**src/rtl/jtag_scan_sequencer_pkg.sv**
```systemverilog
// Shared JTAG types: TAP state graph, command opcodes and sequencer FSM states.
package jtag_pkg;

    typedef enum logic [3:0] {
        TLR, RTI, SEL_DR, CAP_DR, SH_DR, EX1_DR, PAU_DR, EX2_DR, UPD_DR,
        SEL_IR, CAP_IR, SH_IR, EX1_IR, PAU_IR, EX2_IR, UPD_IR
    } tap_state_t;

    typedef enum logic [1:0] {
        OP_RESET = 2'b00,
        OP_IR    = 2'b01,
        OP_DR    = 2'b10,
        OP_WAIT  = 2'b11
    } op_t;

    typedef enum logic [2:0] {
        INIT, IDLE, RST_SEQ, NAV, SHIFT, EXIT, WAIT, DONE
    } seq_state_t;

    function automatic tap_state_t tap_next(input tap_state_t s, input logic t);
        tap_state_t n;
        case (s)
            TLR:     n = t ? TLR    : RTI;
            RTI:     n = t ? SEL_DR : RTI;
            SEL_DR:  n = t ? SEL_IR : CAP_DR;
            CAP_DR:  n = t ? EX1_DR : SH_DR;
            SH_DR:   n = t ? EX1_DR : SH_DR;
            EX1_DR:  n = t ? UPD_DR : PAU_DR;
            PAU_DR:  n = t ? EX2_DR : PAU_DR;
            EX2_DR:  n = t ? UPD_DR : SH_DR;
            UPD_DR:  n = t ? SEL_DR : RTI;
            SEL_IR:  n = t ? TLR    : CAP_IR;
            CAP_IR:  n = t ? EX1_IR : SH_IR;
            SH_IR:   n = t ? EX1_IR : SH_IR;
            EX1_IR:  n = t ? UPD_IR : PAU_IR;
            PAU_IR:  n = t ? EX2_IR : PAU_IR;
            EX2_IR:  n = t ? UPD_IR : SH_IR;
            UPD_IR:  n = t ? SEL_DR : RTI;
            default: n = TLR;
        endcase
        return n;
    endfunction

endpackage

```
**src/rtl/jtag_scan_sequencer_tap_state_tracker.sv**
```systemverilog
// Mirrors the 16-state TAP controller from the registered TMS stream.
module tap_state_tracker
    import jtag_pkg::*;
(
    input  logic       tck,
    input  logic       trst,
    input  logic       tms,
    output logic [3:0] tap_state
);

    tap_state_t st_q;

    always_ff @(posedge tck) begin
        if (trst) st_q <= TLR;
        else      st_q <= tap_next(st_q, tms);
    end

    assign tap_state = st_q;

endmodule

```
**src/rtl/jtag_scan_sequencer.sv**
```systemverilog
// JTAG master sequencer: turns reset/IR/DR/wait commands into per-tck TMS/TDI steps.
module jtag_scan_sequencer
    import jtag_pkg::*;
#(
    parameter int MAX_LEN    = 32,
    parameter int LEN_W      = 6,
    parameter int TLR_CYCLES = 5
) (
    input  logic               tck,
    input  logic               trst,
    input  logic               cmd_valid,
    output logic               cmd_ready,
    input  logic [1:0]         cmd_op,
    input  logic [LEN_W-1:0]   cmd_len,
    input  logic [MAX_LEN-1:0] cmd_data,
    output logic               rsp_valid,
    output logic [MAX_LEN-1:0] rsp_data,
    output logic               tms,
    output logic               tdi,
    input  logic               tdo,
    output logic [3:0]         tap_state
);

    localparam int TLR_W = $clog2(TLR_CYCLES + 2);
    localparam int CNT_W = (LEN_W > TLR_W) ? LEN_W : TLR_W;
    localparam logic [CNT_W-1:0] TLR_C = CNT_W'(TLR_CYCLES);
    localparam logic [CNT_W-1:0] ONE   = CNT_W'(1);

    seq_state_t         state, nxt_state;
    op_t                op_q, nxt_op;
    logic [CNT_W-1:0]   cnt, nxt_cnt, len_q, nxt_len;
    logic [MAX_LEN-1:0] data_q, nxt_data, mask_q, nxt_mask, rsp_q, nxt_rsp;
    logic               tms_q, nxt_tms, tdi_q, nxt_tdi;
    logic [CNT_W-1:0]   nav_last;

    // State encodes the step currently on tms/tdi; each edge computes the following step.
    always_comb begin
        nxt_state = state;
        nxt_op    = op_q;
        nxt_cnt   = cnt;
        nxt_len   = len_q;
        nxt_data  = data_q;
        nxt_mask  = mask_q;
        nxt_rsp   = rsp_q;
        nxt_tms   = tms_q;
        nxt_tdi   = 1'b0;
        nav_last  = (op_q == OP_IR) ? CNT_W'(3) : CNT_W'(2);

        case (state)
            INIT: begin
                nxt_cnt = cnt + ONE;
                nxt_tms = (cnt < TLR_C);
                if (cnt == TLR_C + ONE) begin
                    nxt_state = IDLE;
                    nxt_tms   = 1'b0;
                    nxt_cnt   = '0;
                end
            end
            IDLE, DONE: begin
                nxt_state = IDLE;
                nxt_tms   = 1'b0;
                if (cmd_valid) begin
                    nxt_op   = op_t'(cmd_op);
                    nxt_data = cmd_data;
                    nxt_mask = MAX_LEN'(1);
                    nxt_rsp  = '0;
                    nxt_cnt  = '0;
                    nxt_len  = CNT_W'(cmd_len);
                    case (op_t'(cmd_op))
                        OP_RESET: begin
                            nxt_state = RST_SEQ;
                            nxt_tms   = 1'b1;
                        end
                        OP_IR, OP_DR: begin
                            nxt_state = NAV;
                            nxt_tms   = 1'b1;
                            if (cmd_len == '0)
                                nxt_len = ONE;
                            else if (cmd_len > LEN_W'(MAX_LEN))
                                nxt_len = CNT_W'(MAX_LEN);
                        end
                        default: begin
                            nxt_state = (cmd_len == '0) ? DONE : WAIT;
                        end
                    endcase
                end
            end
            RST_SEQ: begin
                if (cnt == TLR_C) begin
                    nxt_state = DONE;
                    nxt_tms   = 1'b0;
                end else begin
                    nxt_cnt = cnt + ONE;
                    nxt_tms = (cnt + ONE < TLR_C);
                end
            end
            NAV: begin
                if (cnt == nav_last) begin
                    nxt_state = SHIFT;
                    nxt_cnt   = '0;
                    nxt_tdi   = data_q[0];
                    nxt_tms   = (len_q == ONE);
                end else begin
                    nxt_cnt = cnt + ONE;
                    nxt_tms = (op_q == OP_IR) && (cnt == '0);
                end
            end
            SHIFT: begin
                if (tdo) nxt_rsp = rsp_q | mask_q;
                nxt_mask = mask_q << 1;
                if (cnt == len_q - ONE) begin
                    nxt_state = EXIT;
                    nxt_cnt   = '0;
                    nxt_tms   = 1'b1;
                end else begin
                    nxt_cnt  = cnt + ONE;
                    nxt_data = data_q >> 1;
                    nxt_tdi  = data_q[1];
                    nxt_tms  = (cnt + CNT_W'(2) == len_q);
                end
            end
            EXIT: begin
                nxt_tms = 1'b0;
                if (cnt == '0) nxt_cnt = ONE;
                else           nxt_state = DONE;
            end
            WAIT: begin
                nxt_tms = 1'b0;
                if (cnt == len_q - ONE) nxt_state = DONE;
                else                    nxt_cnt = cnt + ONE;
            end
            default: nxt_state = INIT;
        endcase
    end

    always_ff @(posedge tck) begin
        if (trst) begin
            state  <= INIT;
            op_q   <= OP_RESET;
            cnt    <= '0;
            len_q  <= '0;
            data_q <= '0;
            mask_q <= '0;
            rsp_q  <= '0;
            tms_q  <= 1'b1;
            tdi_q  <= 1'b0;
        end else begin
            state  <= nxt_state;
            op_q   <= nxt_op;
            cnt    <= nxt_cnt;
            len_q  <= nxt_len;
            data_q <= nxt_data;
            mask_q <= nxt_mask;
            rsp_q  <= nxt_rsp;
            tms_q  <= nxt_tms;
            tdi_q  <= nxt_tdi;
        end
    end

    assign cmd_ready = (state == IDLE) || (state == DONE);
    assign rsp_valid = (state == DONE);
    assign rsp_data  = rsp_q;
    assign tms       = tms_q;
    assign tdi       = tdi_q;

    tap_state_tracker u_tracker (
        .tck       (tck),
        .trst      (trst),
        .tms       (tms_q),
        .tap_state (tap_state)
    );

endmodule

```
**config.mk**
```make
export PLATFORM = sky130hd
export DESIGN_NAME = jtag_scan_sequencer
export DESIGN_NICKNAME = d
export VERILOG_FILES = /design/src/rtl/jtag_scan_sequencer_pkg.sv /design/src/rtl/jtag_scan_sequencer_tap_state_tracker.sv /design/src/rtl/jtag_scan_sequencer.sv
export SDC_FILE = /design/constraint.sdc
export NUM_CORES = 1
export LEC_CHECK = 0
export CORE_UTILIZATION = 58
export CTS_CLUSTER_DIAMETER = 60
export DETAILED_ROUTE_END_ITERATION = 8
export PLACE_DENSITY_LB_ADDON = 0.2
export SETUP_SLACK_MARGIN = 0.02
export SYNTH_ARGS = -nofsm -noshare
export SYNTH_HDL_FRONTEND = slang
export SYNTH_SLANG_ARGS = --single-unit
```
**constraint.sdc**
```tcl
create_clock -name tck -period 5.32 [get_ports tck]
set_input_delay 1.33 -clock tck [delete_from_list [all_inputs] [get_ports tck]]
set_output_delay 1.33 -clock tck [all_outputs]
set_load 0.02 [all_outputs]
```
# Word level (Yosys, flattened, before mapping)
# Index checks and enable logic that the tools add are counted.
[totals] register_bits=119 latchBits=0 mem_bits_rw=0 mem_bits_ro=0 input_bits=44 out_inout_bits=40 elab_cells=134 memories=0
[op_classes] n_addsub=3 n_mul=0 n_div=0 order_cmp=3 eq_ne=43 n_shift=0 mux=53 bitwise=1 reduce_logical=21
[op_table] op="32-bit case mux with 2 select lines" count=3
[op_table] op="32-bit 2-to-1 mux" count=5
[op_table] op="6-bit 2-to-1 mux" count=10
[op_table] op="4-bit case mux with 12 select lines" count=1
[op_table] op="6-bit case mux with 7 select lines" count=1
[op_table] op="4-bit == test (second input constant)" count=8
[op_table] op="32-bit OR" count=1
[op_table] op="3-bit 2-to-1 mux" count=9
[op_table] op="2-bit inequality test (second input constant)" count=12
[op_table] op="3-bit case mux with 7 select lines" count=1
[op_table] op="4-bit by 3-bit == test with 1-bit output (second input constant)" count=4
[op_table] op="4-bit 2-to-1 mux" count=4
[op_table] op="1-bit 2-to-1 mux" count=13
[op_table] op="3-bit == test (second input constant)" count=4
[op_table] op="6-bit by 3-bit == test with 1-bit output (second input constant)" count=2
[op_table] op="6-bit == test" count=2
[op_table] op="6-bit logical NOT" count=2
[op_table] op="6-bit by 3-bit less-than comparator with 1-bit output (second input constant)" count=2
[op_table] op="2-bit OR reduction" count=5
[op_table] op="4-bit by 2-bit == test with 1-bit output (second input constant)" count=2
[op_table] op="6-bit by 1-bit adder with 6-bit output (second input constant)" count=1
[op_table] op="6-bit by 2-bit adder with 6-bit output (second input constant)" count=1
[op_table] op="3-bit by 2-bit == test with 1-bit output (second input constant)" count=2
[op_table] op="6-bit by 1-bit == test with 1-bit output (second input constant)" count=1
[op_table] op="22 further kinds" count=28

# Longest topological paths before layout
[depth] depth_word=5 mapped_depth=12 ltp_nobuf=9

# By module
# Synthesis repeated with hierarchy kept, for this count alone.
[hier_totals] hier_cells=677 area_unflattened_um2=5684.2
[by_module_without_submodules] module="jtag_scan_sequencer" instances=1 cells_per_inst=638 area_per_inst_um2=5352.6 seq_area_each_um2=2302.2
[by_module_without_submodules] module="tap_state_tracker" instances=1 cells_per_inst=39 area_per_inst_um2=331.6 seq_area_each_um2=80.1

# Worst setup path after synthesis
# Ideal clock, no wire load.
[synth_timing] path_type="input to register" start="in cmd_len[2]" end="reg state[0]" setup_time_ps=70 arrival_ps=2495 required_ps=5250 slack_ps=2754 cell_stages=6 n_path_buf=0 cell_sequence="or4_1 > nor3_1 > a21oi_1 > o21ai_0 > o2111ai_1 > a21oi_1"
[synth_via] elab_chain_cells=5
[synth_rtl] item="start: declaration" line="jtag_scan_sequencer.sv:14" text="input logic [LEN_W-1:0] cmd_len,"
[synth_rtl] item="6-bit logical NOT" line="jtag_scan_sequencer.sv:83" text="nxt_state = (cmd_len == '0) ? DONE : WAIT;"
[synth_rtl] item="1-bit 2-to-1 mux" line="jtag_scan_sequencer.sv:83"
[synth_rtl] item="3-bit case mux with 2 select lines" line="jtag_scan_sequencer.sv:69" text="case (op_t'(cmd_op))"
[synth_rtl] item="3-bit 2-to-1 mux" line="jtag_scan_sequencer.sv:62" text="if (cmd_valid) begin"
[synth_rtl] item="3-bit case mux with 7 select lines" line="jtag_scan_sequencer.sv:49" text="case (state)"
[synth_rtl] item="end signal: assignment" line="jtag_scan_sequencer.sv:148" text="state <= nxt_state;"
[synth_rtl] item="end: declaration" line="jtag_scan_sequencer.sv:29" text="seq_state_t state, nxt_state;"
# No other way between the ends.
# A chain may end at the register's enable or synchronous reset.

# Worst setup path in the final report
[layout_timing] start="reg state[1]" end="out cmd_ready"
[layout_via] elab_chain_cells=2 word_cells_on_any_way=3 classes_between="2 x eq/ne; 1 x reduce/logical"
[layout_rtl] item="3-bit by 1-bit == test with 1-bit output or 3-bit == test (tied branches)" line="jtag_scan_sequencer.sv:160" text="assign cmd_ready = (state == IDLE) || (state == DONE);"
[layout_rtl] item="1-bit logical OR (*)" line="jtag_scan_sequencer.sv:160"
[layout_rtl] item="end: declaration" line="jtag_scan_sequencer.sv:12" text="output logic cmd_ready,"
# Every way passes the cells marked *; elsewhere a longest branch is shown, timed or not.

==> run_results.csv <==
group,metric,value,unit
status,outcome,"complete, no violations",
cts,clock_sinks,119,
floorplan,coreArea,9200,um^2
grt,grt_antenna_before_repair,0,
synth,ys_top_cells_by_count,"125 x nand2_1, 119 x dfxtp_1, 87 x nor2_1, 85 x a21oi_1, 49 x nand3_1",
place,gp_congestion,0.872,
setup_path,required,3.99,ns
synth,synthArstFlopShare,0,%
synth,syn_area,5480,um^2
drt,via_count,5030,
worst_hold_path,hold_end,"rsp_data[14]",
synth,synth.yosys.seq_area_share,43.4,%
setup_path,reg2regPathDepth,8,
floorplan,initial_core_util,59.6,%
setup_path,r2r_setup_slack,2.14,ns
timing,max_clock_freq,0.273,GHz
pwr,power.internal,1610,uW
drt,via_per_inst,5.92,
worst_hold_path,hold_class,"reg -> reg",
setup_path,worstPathArrival,2.33,ns
worst_hold_path,worstHoldStart,"rsp_data[14]",
setup_path,r2r_start,"state[1]",
floorplan,die_x,99.2,um
cts,clk_path_buf_depth,2,
layout,antenna_cells,0,
pwr,p_comb_share,6.6,%
place,place_ws,1.33,ns
cts,clk_latency,0.51,ns
grt,grt-busiest-layer,"met2",
synth,synth.distinct_cells,47,
synth,synth_most_common_cell,"nand2_1",
drt,firstDrtPassIters,5,
timing,period_needed,3.66,ns
timing,rsz0062_at_grt,"no",
synth,synthesis.nets,728,
synth,synthTopCellsByArea,"dfxtp_1 43%, nand2_1 8.6%, a311oi_2 8.5%, a21oi_1 7.8%, nor2_1 6.0%",
synth,avgSynthCellArea,8.12,um^2
timing,fin_hold_ws,0.467,ns
flow_run,cap_violations,0,
cts,ctsHoldBuffers,0,
grt,grt_overflow_total,0,
floorplan,die-area,9850,um^2
timing,drv_slew,0,
synth,synth_top_cell_area_share,43.4,%
setup_path,cp-end-kind,"primary output",
grt,grt_max_degree,72,
pwr,seqPwrFrac,42.5,%
place,io_buffer_count,83,
cts,post_cts_resize_count,0,
grt,grt_use_total,27.5,%
grt,globalRouteMet2Util,46.0,%
timing,maxSlewHeadroom,18.5,%
timing,period_share,68.9,%
timing,finalSetupViolations,0,
grt,grt_pass1_vias,4640,
drt,route.detailed.drc,0,
pwr,switching_share,25.7,%
worst_hold_path,whs_path_depth,2,
floorplan,io_pins,84,
synth,synth.largest_area_cell,"dfxtp_1",
drt,ant_nets,0,
synth,synth_edf_count,0,
timing,hold_viol_final,0,
layout,final_util,73.8,%
timing,tightest_slew,1.22,ns
grt,use_met3,7.10,%
synth,netlist_instances,675,
cts,cts_buffers,17,
timing,setup_ws,1.66,ns
layout,final_nets,778,
synth,yosysWarnings,0,
synth,synth-seq-cells,119,
cts,root_buffer,"clkbuf_8",
floorplan,chipHeight,99.2,um
pwr,power.leakage,0.00229,uW
cts,cts_tree,"done",
pwr,clkPwrFrac,50.9,%
pwr,p_per_area,319,nW/um^2
floorplan,placementRows,35,
cts,htreeDepth,4,
cts,path_clk_slew,0.06,ns
place,place_hpwl,8.26,mm
layout,syn_to_final_growth,23.8,%
drt,wl,13.2,mm
cts,cts_setup_buffers,0,
setup_path,startpoint_type,"flip-flop",
grt,use_met1,34.7,%
pwr,ir_drop,0.217,mV
drt,drt-initial-drc-count,283,
synth,synth_ff_type,"dfxtp_1",
timing,fin_skew,0.00724,ns
setup_path,r2r-end,"data_q[10]",
grt,grt_pass1_wl,21.9,mm
drt,routedWlPerCell,15.6,um
pwr,p_sw,556,uW
timing,fin_tns_setup,0,ns
setup_path,critPathMaxFanout,11,
pwr,p_total,2160,uW
setup_path,path_class,"reg -> out",
layout,layout-drive-gt1-share,10.6,%
[critical path, stage by stage, from the launching register on]
cell,delay (ns)
dfxtp_1,0.53
inv_1,0.20
nand2_1,0.21
and3_1,0.26
clkdlybuf4s50_1,0.63
[kinds of logic (layout without fill, tap and decap cells)]
logic type | Yosys count | count (layout) | synth area share, %
AOI/OAI and AO/OA | 172 | 172 | 23.4
buffers and inverters | 69 | 132 | 6.02
and+or+nand+nor | 296 | 296 | 23.3
xor gates and xnor gates | 9 | 9 | 1.57
adders and majority gates | 9 | 9 | 2.05
DFF | 119 | 119 | 43.4
muxes | 1 | 1 | 0.183
[how the worst max path moves through the flow]
stage | slack, ns | cells after the start | from | endpoint
3_5_place_dp | 1.33 | 6 | cmd_valid | data_q[15]
5_1_grt | 1.59 | 4 | state[1] | cmd_ready
2_1_floorplan | 2.75 | 6 | cmd_len[2] | state[0]
4_1_cts | 1.69 | 4 | state[1] | cmd_ready
3_3_place_gp | 1.49 | 6 | cmd_valid | data_q[20]
6_report | 1.66 | 4 | state[1] | cmd_ready
[layer usage]
| metal | wire length (um) | up-vias |
|---|---|---|
| met5 | 0 | - |
| met4 | 206 | 0 |
| met3 | 770 | 23 |
| met2 | 6530 | 189 |
| met1 | 5700 | 2361 |
| li1 | - | 2457 |
[sequential cells by signal, summed over array words and instances, names as in the netlist, 2 cells and up]
| name | cells |
|---|---|
| cnt | 6 |
| rsp_data | 32 |
| mask_q | 32 |
| len_q | 6 |
| state | 3 |
| u_tracker.tap_state | 4 |
| data_q | 32 |
| op_q | 2 |
[placed cells by master (no fill, tap or decap), drive strengths merged, types with 4 or more instances in the layout]
master,netlist,final
o21ai,17,17
clkdlybuf4s50,0,82
o211ai,4,4
and3,4,4
clkbuf,43,17
inv,12,20
a31oi,8,8
dfxtp,119,119
buf,14,6
nor2b,4,4
nand4,6,6
a21oi,85,85
a211oi,7,7
ha,9,9
nor2,87,87
a21o,4,4
a221oi,5,5
xnor2,6,6
a311oi,32,32
nand2,125,125
nor3,6,6
nand3,49,49
[cell type report]
| type | count | area, um^2 |
|---|---|---|
| sequential | 119 | 2380 |
| fill | 697 | 2410 |
| timing repair buffer | 88 | 866 |
| clock inverter | 15 | 159 |
| clock buffer | 17 | 414 |
| tap | 111 | 139 |
| inverter | 12 | 45.0 |
| multi-input combinational | 487 | 2780 |
[per-stage QoR]
| stage | area (um^2) | instances |
|---|---|---|
| floorplan | 5480 | 675 |
| global placement | 6210 | 817 |
| detailed placement | 6210 | 817 |
| CTS | 6790 | 849 |
| global route | 6790 | 849 |
| finish | 6790 | 849 |
[power groups by stage]
stage | Combinational [uW] | Clock (uW) | Sequential [uW]
after floorplan | 96.5 | 0 | 929
after global placement | 137 | 0 | 937
after detailed placement | 141 | 0 | 938
after CTS | 141 | 1120 | 919
after global routing | 157 | 1160 | 921
final | 142 | 1100 | 920
No activity file was read; power rests on OpenSTA's default activity.
